$ cat config.mk
export PLATFORM = sky130hd
export DESIGN_NAME = controller_sequencer
export DESIGN_NICKNAME = d
export VERILOG_FILES = /design/src/rtl/sap1_pkg.sv /design/src/rtl/ring_counter.sv /design/src/rtl/controller_sequencer.sv
export SDC_FILE = /design/constraint.sdc
export NUM_CORES = 1
export LEC_CHECK = 0
export CAP_MARGIN = 25
export CORE_AREA = 2 2 39 41
export CTS_CLUSTER_DIAMETER = 150
export DETAILED_ROUTE_END_ITERATION = 7
export DIE_AREA = 0 0 41 43
export GPL_TIMING_DRIVEN = 0
export PLACE_DENSITY = 0.65
export SLEW_MARGIN = 25
export SYNTH_ARGS = -nofsm -noshare
export SYNTH_HDL_FRONTEND = slang
export SYNTH_SLANG_ARGS = --single-unit
export TNS_END_PERCENT = 10
$ cat constraint.sdc
create_clock -name nCLK -period 2.6 [get_ports nCLK]
set_input_delay 0.52 -clock nCLK [delete_from_list [all_inputs] [get_ports nCLK]]
set_output_delay 0.52 -clock nCLK [all_outputs]
set_load 0.01 [all_outputs]
$ cat src/rtl/sap1_pkg.sv
// Shared constants for the SAP-1 controller: opcodes, one-hot ring states
// and the control-word layout used by the sequencer decode.
package sap1_pkg;

  typedef logic [3:0]  opcode_t;
  typedef logic [5:0]  state_t;
  typedef logic [11:0] cw_t;

  localparam opcode_t OP_LDA = 4'b0000;
  localparam opcode_t OP_ADD = 4'b0001;
  localparam opcode_t OP_SUB = 4'b0010;
  localparam opcode_t OP_OUT = 4'b1110;
  localparam opcode_t OP_HLT = 4'b1111;

  localparam state_t T1     = 6'b000001;
  localparam state_t T2     = 6'b000010;
  localparam state_t T3     = 6'b000100;
  localparam state_t T4     = 6'b001000;
  localparam state_t T5     = 6'b010000;
  localparam state_t T6     = 6'b100000;
  localparam state_t T_HALT = 6'b000000;

  // Control-word bit positions, MSB first: Cp Ep nLm nCE nLi nEi nLa Ea Su Eu nLb nLo
  localparam int CW_CP  = 11;
  localparam int CW_EP  = 10;
  localparam int CW_NLM = 9;
  localparam int CW_NCE = 8;
  localparam int CW_NLI = 7;
  localparam int CW_NEI = 6;
  localparam int CW_NLA = 5;
  localparam int CW_EA  = 4;
  localparam int CW_SU  = 3;
  localparam int CW_EU  = 2;
  localparam int CW_NLB = 1;
  localparam int CW_NLO = 0;

  // Every active-low strobe deasserted, every active-high strobe off.
  localparam cw_t CW_INACTIVE = 12'b0011_1110_0011;

endpackage

$ cat src/rtl/ring_counter.sv
// Six-state one-hot ring counter (T1..T6) clocked on the falling edge of nCLK,
// with an all-zero HALT state that is left only through nCLR.
module ring_counter
  import sap1_pkg::*;
(
  input  logic         nCLK,
  input  logic         nCLR,
  input  logic         halt_req,
  output logic [5:0]   state
);

  // state  | meaning
  // T1     | fetch: PC onto bus, load MAR
  // T2     | fetch: PC increment
  // T3     | fetch: RAM onto bus, load IR
  // T4..T6 | execute, decoded from OP
  // T_HALT | halted, all bits zero

  state_t state_q;
  state_t state_d;

  always_ff @(negedge nCLK or negedge nCLR) begin
    if (!nCLR) state_q <= T1;
    else       state_q <= state_d;
  end

  always_comb begin
    state_d = T1;
    if (halt_req) begin
      state_d = T_HALT;
    end else begin
      case (state_q)
        T1:      state_d = T2;
        T2:      state_d = T3;
        T3:      state_d = T4;
        T4:      state_d = T5;
        T5:      state_d = T6;
        T6:      state_d = T1;
        T_HALT:  state_d = T_HALT;
        // A corrupted multi-hot pattern restarts the instruction cycle.
        default: state_d = T1;
      endcase
    end
  end

  assign state = state_q;

endmodule

$ cat src/rtl/controller_sequencer.sv
// SAP-1 controller/sequencer: ring counter plus a purely combinational decode
// of (state, OP) into the datapath control word; owns the halt condition.
module controller_sequencer
  import sap1_pkg::*;
(
  input  logic       nCLK,
  input  logic       nCLR,
  input  logic [3:0] OP,
  output logic       Cp,
  output logic       Ep,
  output logic       nLm,
  output logic       nCE,
  output logic       nLi,
  output logic       nEi,
  output logic       nLa,
  output logic       Ea,
  output logic       Su,
  output logic       Eu,
  output logic       nLb,
  output logic       nLo,
  output logic       HLT,
  output logic [5:0] T
);

  state_t state;
  cw_t    cw;
  logic   halt_req;

  assign halt_req = (state == T4) && (OP == OP_HLT);

  ring_counter u_ring (
    .nCLK     (nCLK),
    .nCLR     (nCLR),
    .halt_req (halt_req),
    .state    (state)
  );

  // OP is only consulted in T4..T6, so IR churn during fetch is invisible.
  always_comb begin
    cw = CW_INACTIVE;
    case (state)
      T1: begin
        cw[CW_EP]  = 1'b1;
        cw[CW_NLM] = 1'b0;
      end
      T2: cw[CW_CP] = 1'b1;
      T3: begin
        cw[CW_NCE] = 1'b0;
        cw[CW_NLI] = 1'b0;
      end
      T4: begin
        case (OP)
          OP_LDA, OP_ADD, OP_SUB: begin
            cw[CW_NEI] = 1'b0;
            cw[CW_NLM] = 1'b0;
          end
          OP_OUT: begin
            cw[CW_EA]  = 1'b1;
            cw[CW_NLO] = 1'b0;
          end
          default: cw = CW_INACTIVE;
        endcase
      end
      T5: begin
        case (OP)
          OP_LDA: begin
            cw[CW_NCE] = 1'b0;
            cw[CW_NLA] = 1'b0;
          end
          OP_ADD, OP_SUB: begin
            cw[CW_NCE] = 1'b0;
            cw[CW_NLB] = 1'b0;
          end
          default: cw = CW_INACTIVE;
        endcase
      end
      T6: begin
        case (OP)
          OP_ADD: begin
            cw[CW_EU]  = 1'b1;
            cw[CW_NLA] = 1'b0;
          end
          OP_SUB: begin
            cw[CW_EU]  = 1'b1;
            cw[CW_NLA] = 1'b0;
            cw[CW_SU]  = 1'b1;
          end
          default: cw = CW_INACTIVE;
        endcase
      end
      default: cw = CW_INACTIVE;
    endcase
  end

  assign Cp  = cw[CW_CP];
  assign Ep  = cw[CW_EP];
  assign nLm = cw[CW_NLM];
  assign nCE = cw[CW_NCE];
  assign nLi = cw[CW_NLI];
  assign nEi = cw[CW_NEI];
  assign nLa = cw[CW_NLA];
  assign Ea  = cw[CW_EA];
  assign Su  = cw[CW_SU];
  assign Eu  = cw[CW_EU];
  assign nLb = cw[CW_NLB];
  assign nLo = cw[CW_NLO];
  assign HLT = (state == T_HALT);
  assign T   = state;

endmodule
==> run_results.csv, run 1 <==
group,metric,value,unit
layout,final_cells,91,
placement,placed_cells,87,
detailed_routing,drcViolationCount,0,
placement,dp_hpwl,856,microns
synthesis,seq_area_frac_synth,35.9,%
timing,holdWs,0.558,ns
synthesis,synth_cell_type_count,26,
layout,post-route-util,51.3,%
detailed_routing,detail_route.first_pass.iterations,4,
clocking,clkSinkCount,6,
placement,numPortBuffers,24,
clocking,cts-root-buf,"clkbuf_4",
timing,worst_pin_slew,0.374,ns
pwr,powerDensity,356,nW/um^2
clocking,cts_buffer_depth,2,
setup_path,cp_max_fo,9,
status,violations,"negative setup slack",
layout,nets,82,
pwr,p_leak,0.000304,uW
global_routing,overflow,0,
timing,report.final.slew_viol_count,0,
timing,hold_viol,0,
synthesis,avgSynthCellArea,8.97,sq um
clocking,cts_made_buffers,3,
floorplanning,start_util,30.5,%
layout,synthToLayoutAreaGrowth,68.2,%
clocking,cts_max_level,1,
global_routing,grt_antenna_before_repair,0,
detailed_routing,final_antenna_net_count,0,
layout,multi_input_area,280,sq um
layout,regArea,151,sq um
floorplanning,core,1380,sq um
timing,setup_viol,19,
setup_path,required,2.08,ns
floorplanning,rows,14,
setup_path,cp.arrival,3.49,ns
global_routing,grt_usage,15.0,%
timing,setup_ws,-1.41,ns
floorplanning,die_w,41,microns
clocking,cts.hold.buffers_added,0,
detailed_routing,routed-via-count,476,
layout,largest_reg_flops,6,
hold_path,hold_class,"flip-flop to flip-flop",
timing,rsz0062_at_grt,"true",
synthesis,synth_area,422,sq um
detailed_routing,dr.first_iter.drc_count,5,
synthesis,syn_inst,47,
synthesis,ys_ff_latch,6,
layout,antenna_cells,0,
setup_path,cp-end-kind,"output pin",
clocking,post_cts_buffers,0,
job,drv_cap,0,
clocking,clock_latency,0.31,ns
floorplanning,die_y,43,microns
global_routing,grt_pass1_vias,432,
clocking,cts_tree,"done",
setup_path,ff2ff_setup_slack,0.94,ns
detailed_routing,wirelength,1200,microns
synthesis,synth_warnings,0,
placement,routabilityCongestion,0.661,
global_routing,grt_start_max_net_pins,10,
timing,max-slew-margin-rel,74.4,%
setup_path,crit_type,"flip-flop to output pin",
clocking,clk_pin_slew,0.04,ns
status,status,"complete, but fails checks",
detailed_routing,wl_per_cell,13.2,microns
timing,skew,0.0498,ns
pwr,max-vdd-ir-drop,0.000307,V
setup_path,start_kind,"flip-flop",
floorplanning,ios,25,
detailed_routing,routed_via_density,5.23,
floorplanning,die-area,1760,sq um
synthesis,synth.net_count,53,
layout,fillers,141,
global_routing,grt_pass1_wl,1790,microns
layout,layout-drive-gt1-share,34.7,%
-- cells by family (layout without fill, tap and decap cells) --
| family | Yosys count | after routing | share of synthesized area (%) |
|---|---|---|---|
| simple gates | 28 | 28 | 42.1 |
| compound gates | 8 | 8 | 13.9 |
| flops | 6 | 6 | 35.9 |
| buf+inv | 4 | 32 | 5.64 |
| fa+ha+maj | 1 | 1 | 2.37 |
-- worst max-delay path, stage by stage, from the launching register on --
cell and delay (ns):
dfstp_2 0.36, buf_6 0.12, or4_4 0.53, or3b_4 0.41, or3_4 0.34, buf_6 0.13
-- area by class of cell --
cell class | count | share of cell area [%]
timing repair buffer | 24 | 28.4
sequential | 6 | 21.3
multi-input combinational | 37 | 39.5
inverter | 1 | 0.529
clock inverter | 1 | 0.529
buffer | 2 | 3.17
clock buffer | 4 | 3.70
tap | 16 | 2.82
-- placed cells by master, fill, tap and decap left out --
cell and instances:
dfstp_2 1, a41oi_1 1, a21boi_0 1, nor3b_1 4
a21oi_1 2, nand2b_1 4, clkdlybuf4s15_2 1, nor2b_1 1
inv_1 2, clkbuf_4 3, nor4_2 1, or3b_4 1
or3_4 1, nor2_1 3, nor3_2 1, dfrtn_1 5
nor3_1 2, clkdlybuf4s50_1 11, dlygate4sd2_1 2, a2111oi_0 1
nor4_1 1, or4_4 2, maj3_1 1, buf_6 4
o21bai_1 1, and3b_2 1, buf_2 7, nor4b_1 1
a211oi_1 1, nor3b_2 2, o311ai_1 1, clkbuf_1 1
clkbuf_2 1, nand2_1 3
-- through the flow --
stage | setup TNS (ns) | setup slack (ns) | instance area [sq um] | total power [uW]
after floorplan | -8.35 | -0.992 | 429 | 128
after global routing | -17.19 | -1.47 | 709 | 267
after detailed placement | -16.35 | -1.46 | 689 | 156
final | -15.78 | -1.41 | 709 | 253
after global placement | -16.29 | -1.45 | 689 | 155
after CTS | -16.17 | -1.41 | 702 | 255
-- synthesized netlist by cell type --
library cell | instances | area (sq um)
buf_6 | 1 | 11.3
or4_1 | 1 | 7.51
dfstp_2 | 1 | 26.3
nand2_1 | 3 | 11.3
o311ai_0 | 1 | 8.76
nor3b_1 | 6 | 45.0
o21bai_1 | 1 | 7.51
a21oi_1 | 2 | 10.0
maj3_1 | 1 | 10.0
a211oi_1 | 1 | 7.51
dfrtn_1 | 5 | 125
or4_4 | 1 | 11.3
a21boi_0 | 1 | 7.51
a2111oi_0 | 1 | 8.76
inv_1 | 2 | 7.51
or3b_1 | 1 | 8.76
nor4b_1 | 1 | 8.76
buf_2 | 1 | 5.00
nor2b_1 | 1 | 6.26
nor4_1 | 2 | 12.5
and3b_1 | 1 | 8.76
or3_1 | 1 | 6.26
nor3_1 | 3 | 15.0
nand2b_1 | 4 | 25.0
a41oi_1 | 1 | 8.76
nor2_1 | 3 | 11.3
-- routing by layer --
layer	GRT usage, %	up-vias	routed length [microns]
met5	0	-	0
met1	15.4	230	498
met3	7.85	0	65
met4	4.00	0	0
met2	25.3	13	636
li1	-	233	-
-- report_power, final --
part	switching, uW	internal (uW)	leakage (uW)
clock network	43.7	60.7	0.0000203
logic	24.1	23.6	0.000206
registers	4.15	96.5	0.0000780
-- final timing paths --
| kind | to | depth (start not counted) | start |
|---|---|---|---|
| hold / removal | u_ring.state[0] | 1 | u_ring.state[5] |
| setup reg to reg | u_ring.state[4] | 4 | u_ring.state[0] |
| min in group asynchronous | u_ring.state[1] | 1 | nCLR |
| max in group asynchronous | u_ring.state[0] | 1 | nCLR |
| hold reg to reg | u_ring.state[0] | 1 | u_ring.state[5] |
| setup / recovery | nLo | 5 | u_ring.state[0] |
-- what timing repair did --
action                                  CTS  global route
pin swaps                                 2             2
endpoints found under the setup margin   19            19
gates resized for setup                  50             6
Note: power is estimated with default switching activity, not from simulation.
==> run 2: changes to the inputs <==
Settings changed: TNS_END_PERCENT 10 to 30.
==> run 2 against run 1 <==
Net effect: the run still ends with negative setup slack left; final area increased by 5.8%; clock skew decreased by 0.0040 ns; total power decreased by 0.91%; hold slack improved by 0.0098 ns; clock power decreased by 4%; non-clock buffer count increased by 4; core utilization increased by 3.0 points; critical path type unchanged; critical endpoint unchanged.
==> run_results.csv, run 2 (synthesis results as in run 1) <==
group,metric,value,unit
status,violations,"negative setup slack",
timing,holdWs,0.568,ns
global_routing,grtUsageMet2,25.6,%
setup_path,timing.critical_path.to,"nLo",
detailed_routing,detail_route.first_pass.iterations,2,
floorplanning,core,1380,sq um
detailed_routing,dr.first_iter.drc_count,3,
floorplanning,die_w,41,microns
timing,worst_pin_slew,0.395,ns
floorplanning,rows,14,
setup_path,worstRegToRegCells,5,
clocking,clk_pin_slew,0.04,ns
global_routing,grt_antenna_before_repair,0,
clocking,cts.hold.buffers_added,0,
layout,fin_area,751,sq um
global_routing,grt_usage,15.5,%
hold_path,hold_start,"u_ring.state[5]",
setup_path,r2r-start,"u_ring.state[0]",
detailed_routing,final_antenna_net_count,0,
pwr,p_leak,0.000325,uW
timing,setup_viol,19,
timing,skew,0.0459,ns
status,status,"complete, but fails checks",
setup_path,cp-end-kind,"output pin",
hold_path,hold_class,"flip-flop to flip-flop",
timing,setup_ws,-1.40,ns
clocking,cts_tree,"done",
global_routing,met1_usage,16.6,%
global_routing,grt_pass1_vias,448,
clocking,cts_buffer_depth,2,
job,drv_cap,0,
layout,largest_reg_flops,6,
layout,nets,86,
pwr,powerDensity,334,nW/um^2
floorplanning,die_y,43,microns
detailed_routing,routed_via_density,5.19,
clocking,cts_made_buffers,3,
timing,hold_viol,0,
floorplanning,start_util,30.5,%
setup_path,ff2ff_setup_slack,0.84,ns
setup_path,crit_type,"flip-flop to output pin",
detailed_routing,wirelength,1220,microns
detailed_routing,routed-via-count,493,
global_routing,grt_pass1_wl,1830,microns
detailed_routing,wl_per_cell,12.8,microns
floorplanning,die-area,1760,sq um
placement,routabilityCongestion,0.655,
global_routing,busiest_layer,"met2",
timing,report.final.slew_viol_count,0,
setup_path,timing.rr.end,"u_ring.state[4]",
setup_path,required,2.08,ns
setup_path,critical_path.startpoint,"u_ring.state[0]",
setup_path,cp.arrival,3.48,ns
placement,dp_hpwl,858,microns
layout,layout-drive-gt1-share,41.8,%
timing,max-slew-margin-rel,73.0,%
setup_path,cp_max_fo,3,
layout,synthToLayoutAreaGrowth,78.0,%
clocking,clkSinkCount,6,
global_routing,grt_use_met3,7.85,%
clocking,clock_latency,0.30,ns
clocking,cts_max_level,1,
layout,mostFrequentLayoutCells,"10 x buf_2, 8 x clkdlybuf4s50_1, 5 x dfrtn_1",
layout,layout_commonest_cell,"buf_2",
clocking,cts-root-buf,"clkbuf_4",
global_routing,grt_start_max_net_pins,10,
detailed_routing,drcViolationCount,0,
global_routing,overflow,0,
setup_path,start_kind,"flip-flop",
placement,dpl-instance-area,689,sq um
pwr,total_power,250,uW
placement,numPortBuffers,24,
layout,fillers,135,
timing,rsz0062_at_grt,"true",
layout,post-route-util,54.2,%
placement,preCtsSetupSlack,-1.45,ns
layout,antenna_cells,0,
floorplanning,ios,25,
pwr,max-vdd-ir-drop,0.000230,V
==> run 2: changes by cell type in the layout (fill, tap and decap cells not counted), sizes merged <==
cell,previous run,this run
dlymetal6s2s,0,2
buf,11,17
clkdlybuf4s50,11,8
clkdlybuf4s15,1,0
==> run 2: stage by stage <==
step	TNS, ns	cells
2_1_floorplan	-8.35	47
3_3_place_gp	-16.30	87
3_5_place_dp	-16.32	87
4_1_cts	-16.28	94
5_1_grt	-16.04	95
6_report	-14.71	95
==> run 2: layout make-up <==
cell class                 instances  area (sq um)  area share, %
tap                               16          20.0           2.67
clock buffer                       4          26.3           3.50
sequential                         6           151           20.2
inverter                           1          3.75          0.500
buffer                             2          22.5           3.00
multi-input combinational         37           300           40.0
timing repair buffer              28           223           29.7
clock inverter                     1          3.75          0.500
==> run 2: routing by layer <==
metal	part of all wire, %	wire length (microns)	vias to the layer above
met5	0	0	-
met4	0	0	0
met3	7.4	90	0
met2	53	643	15
met1	40	486	235
li1	-	-	243
==> run 2: worst min path at each step <==
| stage | end | slack (ns) | cells past startpoint |
|---|---|---|---|
| 2_1_floorplan | u_ring.state[0] | 0.58 | 1 |
| 3_3_place_gp | u_ring.state[1] | 0.58 | 2 |
| 3_5_place_dp | u_ring.state[1] | 0.59 | 2 |
| 4_1_cts | u_ring.state[0] | 0.57 | 1 |
| 5_1_grt | u_ring.state[0] | 0.60 | 1 |
| 6_report | u_ring.state[0] | 0.57 | 1 |
==> run 2: what timing repair did <==
item	4_1_cts	5_1_grt
pin swaps	3	2
buffers inserted	3	1
setup endpoints to repair	19	19
resized for setup	52	10
==> run 2: critical path: stages (launching register included) <==
cell,delay [ns]
dfstp_2,0.36
buf_6,0.11
or4_4,0.54
or3b_4,0.40
or3_4,0.33
buf_6,0.13
==> run 2: report_power, final <==
part           total, uW  switching, uW  internal (uW)
sequential           101           4.20           96.6
combinational       49.3           25.1           24.2
clock                100           40.0           60.4
